$ cat src/rtl/display_pkg.sv
// Shared types for the display arbiter: source and FSM encodings plus the BCD word width.
package display_pkg;

  localparam int BCD_W = 16;

  typedef enum logic [1:0] {
    SRC_NONE = 2'b00,
    SRC_KB   = 2'b01,
    SRC_MUL  = 2'b10
  } src_e;

  typedef enum logic [1:0] {
    BLANK,
    SHOW_KB,
    SHOW_MUL
  } arb_state_e;

endpackage

$ cat src/rtl/display_arbiter_if.sv
// Producer and display-side signals of the display arbiter.
// The master side drives requests and clear. The slave side is the arbiter.
interface display_arbiter_if;
  import display_pkg::*;

  logic             clr;
  logic             kb_req;
  logic [BCD_W-1:0] kb_bcd;
  logic             kb_ack;
  logic             mul_req;
  logic [BCD_W-1:0] mul_bcd;
  logic             mul_ack;
  logic [BCD_W-1:0] bcd_code;
  logic             valid_bcd;
  src_e             active_src;
  logic             hold_busy;

  modport master (
    output clr, kb_req, kb_bcd, mul_req, mul_bcd,
    input  kb_ack, mul_ack, bcd_code, valid_bcd, active_src, hold_busy
  );

  modport slave (
    input  clr, kb_req, kb_bcd, mul_req, mul_bcd,
    output kb_ack, mul_ack, bcd_code, valid_bcd, active_src, hold_busy
  );
endinterface

$ cat src/rtl/hold_timer.sv
// Minimum-display-time down-counter: load starts at HOLD_CYCLES-1 and saturates at 0.
// busy and expired_pulse are registered and track the counter value after each edge.
module hold_timer #(
  parameter int HOLD_CYCLES = 27_000_000
) (
  input  logic clk,
  input  logic reset,
  input  logic i_clr,
  input  logic i_load,
  output logic o_busy,
  output logic o_expired_pulse
);
  localparam int CW = $clog2(HOLD_CYCLES) + 1;

  logic [CW-1:0] r_count;
  logic [CW-1:0] w_next;
  logic          r_busy;
  logic          r_expired;

  always_comb begin
    w_next = r_count;
    if (i_clr)
      w_next = '0;
    else if (i_load)
      w_next = CW'(HOLD_CYCLES - 1);
    else if (r_count != '0)
      w_next = r_count - CW'(1);
  end

  always_ff @(posedge clk or posedge reset) begin
    if (reset) begin
      r_count   <= '0;
      r_busy    <= 1'b0;
      r_expired <= 1'b0;
    end else begin
      r_count   <= w_next;
      r_busy    <= (w_next != '0);
      // Only a natural countdown counts as expiry; clear or reload does not.
      r_expired <= (r_count == CW'(1)) && !i_load && !i_clr;
    end
  end

  assign o_busy          = r_busy;
  assign o_expired_pulse = r_expired;
endmodule

$ cat src/rtl/display_arbiter.sv
// Grants the 7-segment display to the MUL or KB producer and holds the captured word.
// A fresh MUL product locks KB out until the hold timer runs down.
module display_arbiter
  import display_pkg::*;
#(
  parameter int HOLD_CYCLES = 27_000_000
) (
  input  logic              clk,
  input  logic              reset,
  display_arbiter_if.slave  bus
);
  arb_state_e       r_state;
  src_e             r_src;
  logic [BCD_W-1:0] r_bcd;
  logic             r_valid;
  logic             r_kb_ack;
  logic             r_mul_ack;

  logic w_hold_busy;
  logic w_hold_expired;
  logic w_kb_allowed;
  logic w_mul_grant;
  logic w_kb_grant;

  // A req is ignored while its own ack is out, so a slow deassert cannot double-capture.
  assign w_mul_grant  = !bus.clr && bus.mul_req && !r_mul_ack;
  assign w_kb_allowed = (r_state != SHOW_MUL) || !w_hold_busy || w_hold_expired;
  assign w_kb_grant   = !bus.clr && !w_mul_grant && bus.kb_req && !r_kb_ack && w_kb_allowed;

  hold_timer #(
    .HOLD_CYCLES (HOLD_CYCLES)
  ) u_hold_timer (
    .clk             (clk),
    .reset           (reset),
    .i_clr           (bus.clr),
    .i_load          (w_mul_grant),
    .o_busy          (w_hold_busy),
    .o_expired_pulse (w_hold_expired)
  );

  always_ff @(posedge clk or posedge reset) begin
    if (reset) begin
      r_state   <= BLANK;
      r_src     <= SRC_NONE;
      r_bcd     <= '0;
      r_valid   <= 1'b0;
      r_kb_ack  <= 1'b0;
      r_mul_ack <= 1'b0;
    end else begin
      r_kb_ack  <= w_kb_grant;
      r_mul_ack <= w_mul_grant;
      if (bus.clr) begin
        r_state <= BLANK;
        r_src   <= SRC_NONE;
        r_bcd   <= '0;
        r_valid <= 1'b0;
      end else if (w_mul_grant) begin
        r_state <= SHOW_MUL;
        r_src   <= SRC_MUL;
        r_bcd   <= bus.mul_bcd;
        r_valid <= 1'b1;
      end else if (w_kb_grant) begin
        r_state <= SHOW_KB;
        r_src   <= SRC_KB;
        r_bcd   <= bus.kb_bcd;
        r_valid <= 1'b1;
      end
    end
  end

  assign bus.kb_ack     = r_kb_ack;
  assign bus.mul_ack    = r_mul_ack;
  assign bus.bcd_code   = r_bcd;
  assign bus.valid_bcd  = r_valid;
  assign bus.active_src = r_src;
  assign bus.hold_busy  = w_hold_busy;
endmodule

$ cat src/flat_wrapper.sv
// flat-port wrapper written by rule: the top's interface ports become plain ports
module display_arbiter_flat import display_pkg::*;
#(
  parameter int HOLD_CYCLES = 27_000_000
)
  (clk, reset, bus_clr, bus_kb_req, bus_kb_bcd, bus_mul_req, bus_mul_bcd, bus_kb_ack, bus_mul_ack, bus_bcd_code, bus_valid_bcd, bus_active_src, bus_hold_busy);
  display_arbiter_if bus_i ();
  input  logic clk;
  input  logic reset;
  input wire logic [$bits(bus_i.clr)-1:0] bus_clr;
  input wire logic [$bits(bus_i.kb_req)-1:0] bus_kb_req;
  input wire logic [$bits(bus_i.kb_bcd)-1:0] bus_kb_bcd;
  input wire logic [$bits(bus_i.mul_req)-1:0] bus_mul_req;
  input wire logic [$bits(bus_i.mul_bcd)-1:0] bus_mul_bcd;
  output wire logic [$bits(bus_i.kb_ack)-1:0] bus_kb_ack;
  output wire logic [$bits(bus_i.mul_ack)-1:0] bus_mul_ack;
  output wire logic [$bits(bus_i.bcd_code)-1:0] bus_bcd_code;
  output wire logic [$bits(bus_i.valid_bcd)-1:0] bus_valid_bcd;
  output wire logic [$bits(bus_i.active_src)-1:0] bus_active_src;
  output wire logic [$bits(bus_i.hold_busy)-1:0] bus_hold_busy;
  assign bus_i.clr = bus_clr;
  assign bus_i.kb_req = bus_kb_req;
  assign bus_i.kb_bcd = bus_kb_bcd;
  assign bus_i.mul_req = bus_mul_req;
  assign bus_i.mul_bcd = bus_mul_bcd;
  assign bus_kb_ack = bus_i.kb_ack;
  assign bus_mul_ack = bus_i.mul_ack;
  assign bus_bcd_code = bus_i.bcd_code;
  assign bus_valid_bcd = bus_i.valid_bcd;
  assign bus_active_src = bus_i.active_src;
  assign bus_hold_busy = bus_i.hold_busy;
  display_arbiter #(.HOLD_CYCLES(HOLD_CYCLES)) u_core (.clk(clk), .reset(reset), .bus(bus_i));
endmodule
$ cat config.mk
export PLATFORM = sky130hd
export DESIGN_NAME = display_arbiter_flat
export DESIGN_NICKNAME = d
export VERILOG_FILES = /design/src/rtl/display_pkg.sv /design/src/rtl/display_arbiter_if.sv /design/src/rtl/hold_timer.sv /design/src/rtl/display_arbiter.sv /design/src/flat_wrapper.sv
export SDC_FILE = /design/constraint.sdc
export NUM_CORES = 1
export LEC_CHECK = 0
export CORE_MARGIN = 2
export CORE_UTILIZATION = 54
export DETAILED_ROUTE_END_ITERATION = 8
export HOLD_SLACK_MARGIN = 0.12
export PLACE_DENSITY = 0.85
export SETUP_SLACK_MARGIN = 0.02
export SLEW_MARGIN = 20
export SYNTH_ARGS = -nofsm -noshare
export SYNTH_HDL_FRONTEND = slang
export SYNTH_SLANG_ARGS = --single-unit
$ cat constraint.sdc
create_clock -name clk -period 5.5 [get_ports clk]
set_clock_uncertainty 0.05 [all_clocks]
set_input_delay 1.375 -clock clk [delete_from_list [all_inputs] [get_ports clk]]
set_output_delay 1.375 -clock clk [all_outputs]
set_load 0.05 [all_outputs]
==> impl_results.md <==
* Ys async rst share at 100%
* Critical Path End Type: flip-flop
* Max Clk Rate at 0.299 GHz
* Seq pwr share at 47.5%
* Largest net degree at the start of global routing at 53
* Worst hold-check path type: flip-flop to flip-flop
* WP buf/inv at 1
* Core area at 4660 um^2
* Crit-path cells: clkdlybuf4s50_1, nand2b_2, nand2_1, a21oi_1, nor4_1, o2111ai_1
* Post-DP HPWL at 4.52 mm
* First-pass GRT wire length at 10.3 mm
* CTS Sinks at 49
* Post-CTS setup buffers at 0
* Antenna Cells at 0
* Worst-path maximum fanout at 52
* Worst Setup Start Kind: input port
* Grt total ovfl at 0
* Max Buffers Root-to-Sink at 2
* Final Max Slew Viols at 0
* Worst rel slew slack at 33.1%
* Worst hold slack at 0.498 ns
* Die Span Y at 73.2 um
* Starting Density at 55.5%
* # resized after CTS at 0
* Final min period at 3.35 ns
* Drc violations at 0
* Non-Filler Instances at 372
* Root buffer cell: clkbuf_8
* Largest area contributor in the synthesized netlist: dfrtp_1
* Nets at 356
* Worst endpoint required time at 5.63 ns
* Synth cell types at 46
* Vias post-DR at 2241
* # port buffers at 58
* Vias in the first global route at 2166
* Mapped Nets at 305
* WP data arrival at 3.48 ns
* Max stage delay on crit path at 0.55 ns
* Share of layout cells above drive strength 1 at 6.29%
* Maximum vdd drop at 161 uV
* Synth Flop Type: dfrtp_1
* Rows at 25
* Syn_area_per_cell at 9.73 um^2
* Placed Instances at 364
* Clk_lat worst skew at 0.31 ns
* Total global-route track usage at 24.9%
* Total CTS buffers at 5
* EDFF count, synth at 0
* Leak Pwr at 1.31 nW
* Final Hold Vio Count at 0
* Outcome: finished clean
* H-tree levels at 2
* Area Overhead vs Synth at 26.9%
* Crit path kind: input port to flip-flop
* Wirelength per Cell at 17.3 um
* Hold-fix buffers, CTS at 0
* # setup viols final at 0
* Cell-internal power at 0.000576 W
* Die W at 73.2 um
* Setup_tns at 0 ns
* Area share of the largest cell type after synthesis at 47.4%
* Max-Cap Viols at 0
* Initial drt markers at 212
* Placer Congestion at 0.897
* DIE AREA at 5360 um^2
* Post-DRT Antenna Nets at 0
* Top delay family on crit path: simple AND/OR/NAND/NOR gates
* Seq/Total Area, Yosys at 47.4%
* Vias per std cell at 6.02
* CTS tree: built
* Fillcell total at 350
* Comb pwr share at 28.5%
* Net switching power at 0.000294 W
* Flops & latches, synth at 49
* Synth area leaders: dfrtp_1 (47%), mux2i_1 (6.2%), nor2_1 (5.7%), a211oi_1 (5.2%), xnor2_1 (4.1%)
* Tcrit/Tclk final at 60.9%
* Slew @ Worst Pin at 1.00 ns
* Pwr dens at 265 nW/um^2
* Mapped cell area at 2590 um^2
* Switching Fraction at 33.8%
* Clock power share at 24.0%
* DR pass1 iterations at 6
* RSZ-0062 raised after global routing: false
* Yosys warns at 0
* Post-Route WL at 6.44 mm
* Worst-path clk slew at 0.09 ns
* Slowest cell on crit path: nand2b_2
* Initial antenna violation count at 0
* Syn Inst Count at 266
* Ports at 59
==> logic make-up (layout without fill, tap and decap cells) <==
kind of cell	count (synthesis)	in the layout	synth area share, %
AOI/OAI and AO/OA	59	59	15.2
buffers and inverters	22	74	3.24
xor gates and xnor gates	17	17	5.75
adders and majority gates	2	2	0.967
muxes	16	16	6.19
and+or+nand+nor	101	101	21.2
DFF	49	49	47.4
==> synth_stat cells, types with 2 or more instances <==
master    count
a211oi_1     18
a21oi_1      18
a31oi_1       3
buf_1         2
clkbuf_1     13
dfrtp_1      49
ha_1          2
inv_1         6
mux2i_1      16
nand2_1       9
nand2b_1      3
nand4_1       6
nor2_1       39
nor3_1       12
nor3b_1       3
nor4_1        8
nor4b_1       2
o211ai_1      4
o21a_1        2
o21ai_0       5
or3_1         2
or4_1         4
or4_4         2
xnor2_1      12
xor2_1        5
==> cell type report <==
class / count / area [um^2] / area share (%)
Multi-Input combinational cell: 195 / 1280 / 39.1
Inverter: 6 / 23.8 / 0.724
Clock buffer: 5 / 68.8 / 2.10
Sequential cell: 49 / 1230 / 37.3
Tap cell: 54 / 67.6 / 2.06
Timing Repair Buffer: 60 / 596 / 18.1
Clock inverter: 3 / 17.5 / 0.533
==> power groups by stage <==
stage                     logic, W  registers [W]  clock network [W]
final                     0.000248       0.000414           0.000209
after global routing      0.000266       0.000417           0.000226
after CTS                 0.000247       0.000413           0.000213
after detailed placement  0.000246       0.000420                  0
after global placement    0.000243       0.000418                  0
after floorplan           0.000119       0.000462                  0
==> final timing paths <==
| check | slack [ns] | from | depth (start not counted) | to |
|---|---|---|---|---|
| worst min-delay path | 0.50 | u_core.u_hold_timer.r_count[2]$_DFF_PP0_ | 1 | u_core.u_hold_timer.o_expired_pulse$_DFF_PP0_ |
| worst min register to register | 0.50 | u_core.u_hold_timer.r_count[2]$_DFF_PP0_ | 1 | u_core.u_hold_timer.o_expired_pulse$_DFF_PP0_ |
| worst max-delay path | 2.15 | bus_mul_req | 6 | u_core.u_hold_timer.o_busy$_DFF_PP0_ |
| min in group asynchronous | 1.48 | reset | 2 | u_core.u_hold_timer.r_count[2]$_DFF_PP0_ |
| max in group asynchronous | 3.43 | reset | 2 | u_core.bus.bcd_code[4]$_DFFE_PP0P_ |
| worst max register to register | 2.42 | u_core.u_hold_timer.r_count[0]$_DFF_PP0_ | 9 | u_core.u_hold_timer.o_busy$_DFF_PP0_ |
==> state kept, by name (all words and copies together), names as in the netlist <==
| register | count |
|---|---|
| u_core.bus.bcd_code | 16 |
| u_core.bus.kb_ack | 1 |
| u_core.bus.mul_ack | 1 |
| u_core.bus.valid_bcd | 1 |
| u_core.r_state | 2 |
| u_core.u_hold_timer.o_busy | 1 |
| u_core.u_hold_timer.o_expired_pulse | 1 |
| u_core.u_hold_timer.r_count | 26 |
==> per-stage QoR <==
step                setup WS [ns]  instance area (um^2)  util (%)  power, W
floorplan                    2.90                  2590         -  0.000580
global placement             1.90                  3200      68.6  0.000661
detailed placement           1.82                  3200      68.6  0.000666
CTS                          2.16                  3280      70.4  0.000873
global route                 1.97                  3280      70.5  0.000909
finish                       2.15                  3280      70.5  0.000870
==> cell usage in the layout (no fill, tap or decap), drive strengths merged, types with 2 or more instances in the layout <==
cell type / synthesis / routed
nor3: 12 / 12
xor2: 5 / 5
o21ai: 5 / 5
xnor2: 12 / 12
a31oi: 3 / 3
nor4: 9 / 9
o21a: 2 / 2
dfrtp: 49 / 49
inv: 6 / 5
nand4: 6 / 6
a21oi: 18 / 18
clkbuf: 13 / 5
nor2: 40 / 40
or4: 6 / 6
a211oi: 19 / 19
or3: 3 / 3
nand2b: 3 / 3
buf: 3 / 2
o211ai: 4 / 4
mux2i: 16 / 16
ha: 2 / 2
nand2: 9 / 9
clkdlybuf4s50: 0 / 58
nor4b: 2 / 2
nor3b: 3 / 3
clkinv: 0 / 3
==> metal layers <==
layer	track usage [%]	vias to the layer above	wire, um
li1	-	1074	-
met1	34.4	1101	2890
met2	39.7	57	3220
met3	3.59	9	243
met4	9.26	0	85
met5	0	-	0
==> worst register-to-register path, cell delays in order, from the launching register on <==
cell	delay (ns)
dfrtp_1	0.43
inv_1	0.13
ha_1	0.24
or3b_2	0.55
nor4_4	0.56
a2111oi_0	0.27
xnor2_1	0.26
nand2_1	0.11
nor3_1	0.23
o2111ai_1	0.12
(Power assumes the default switching activity.)
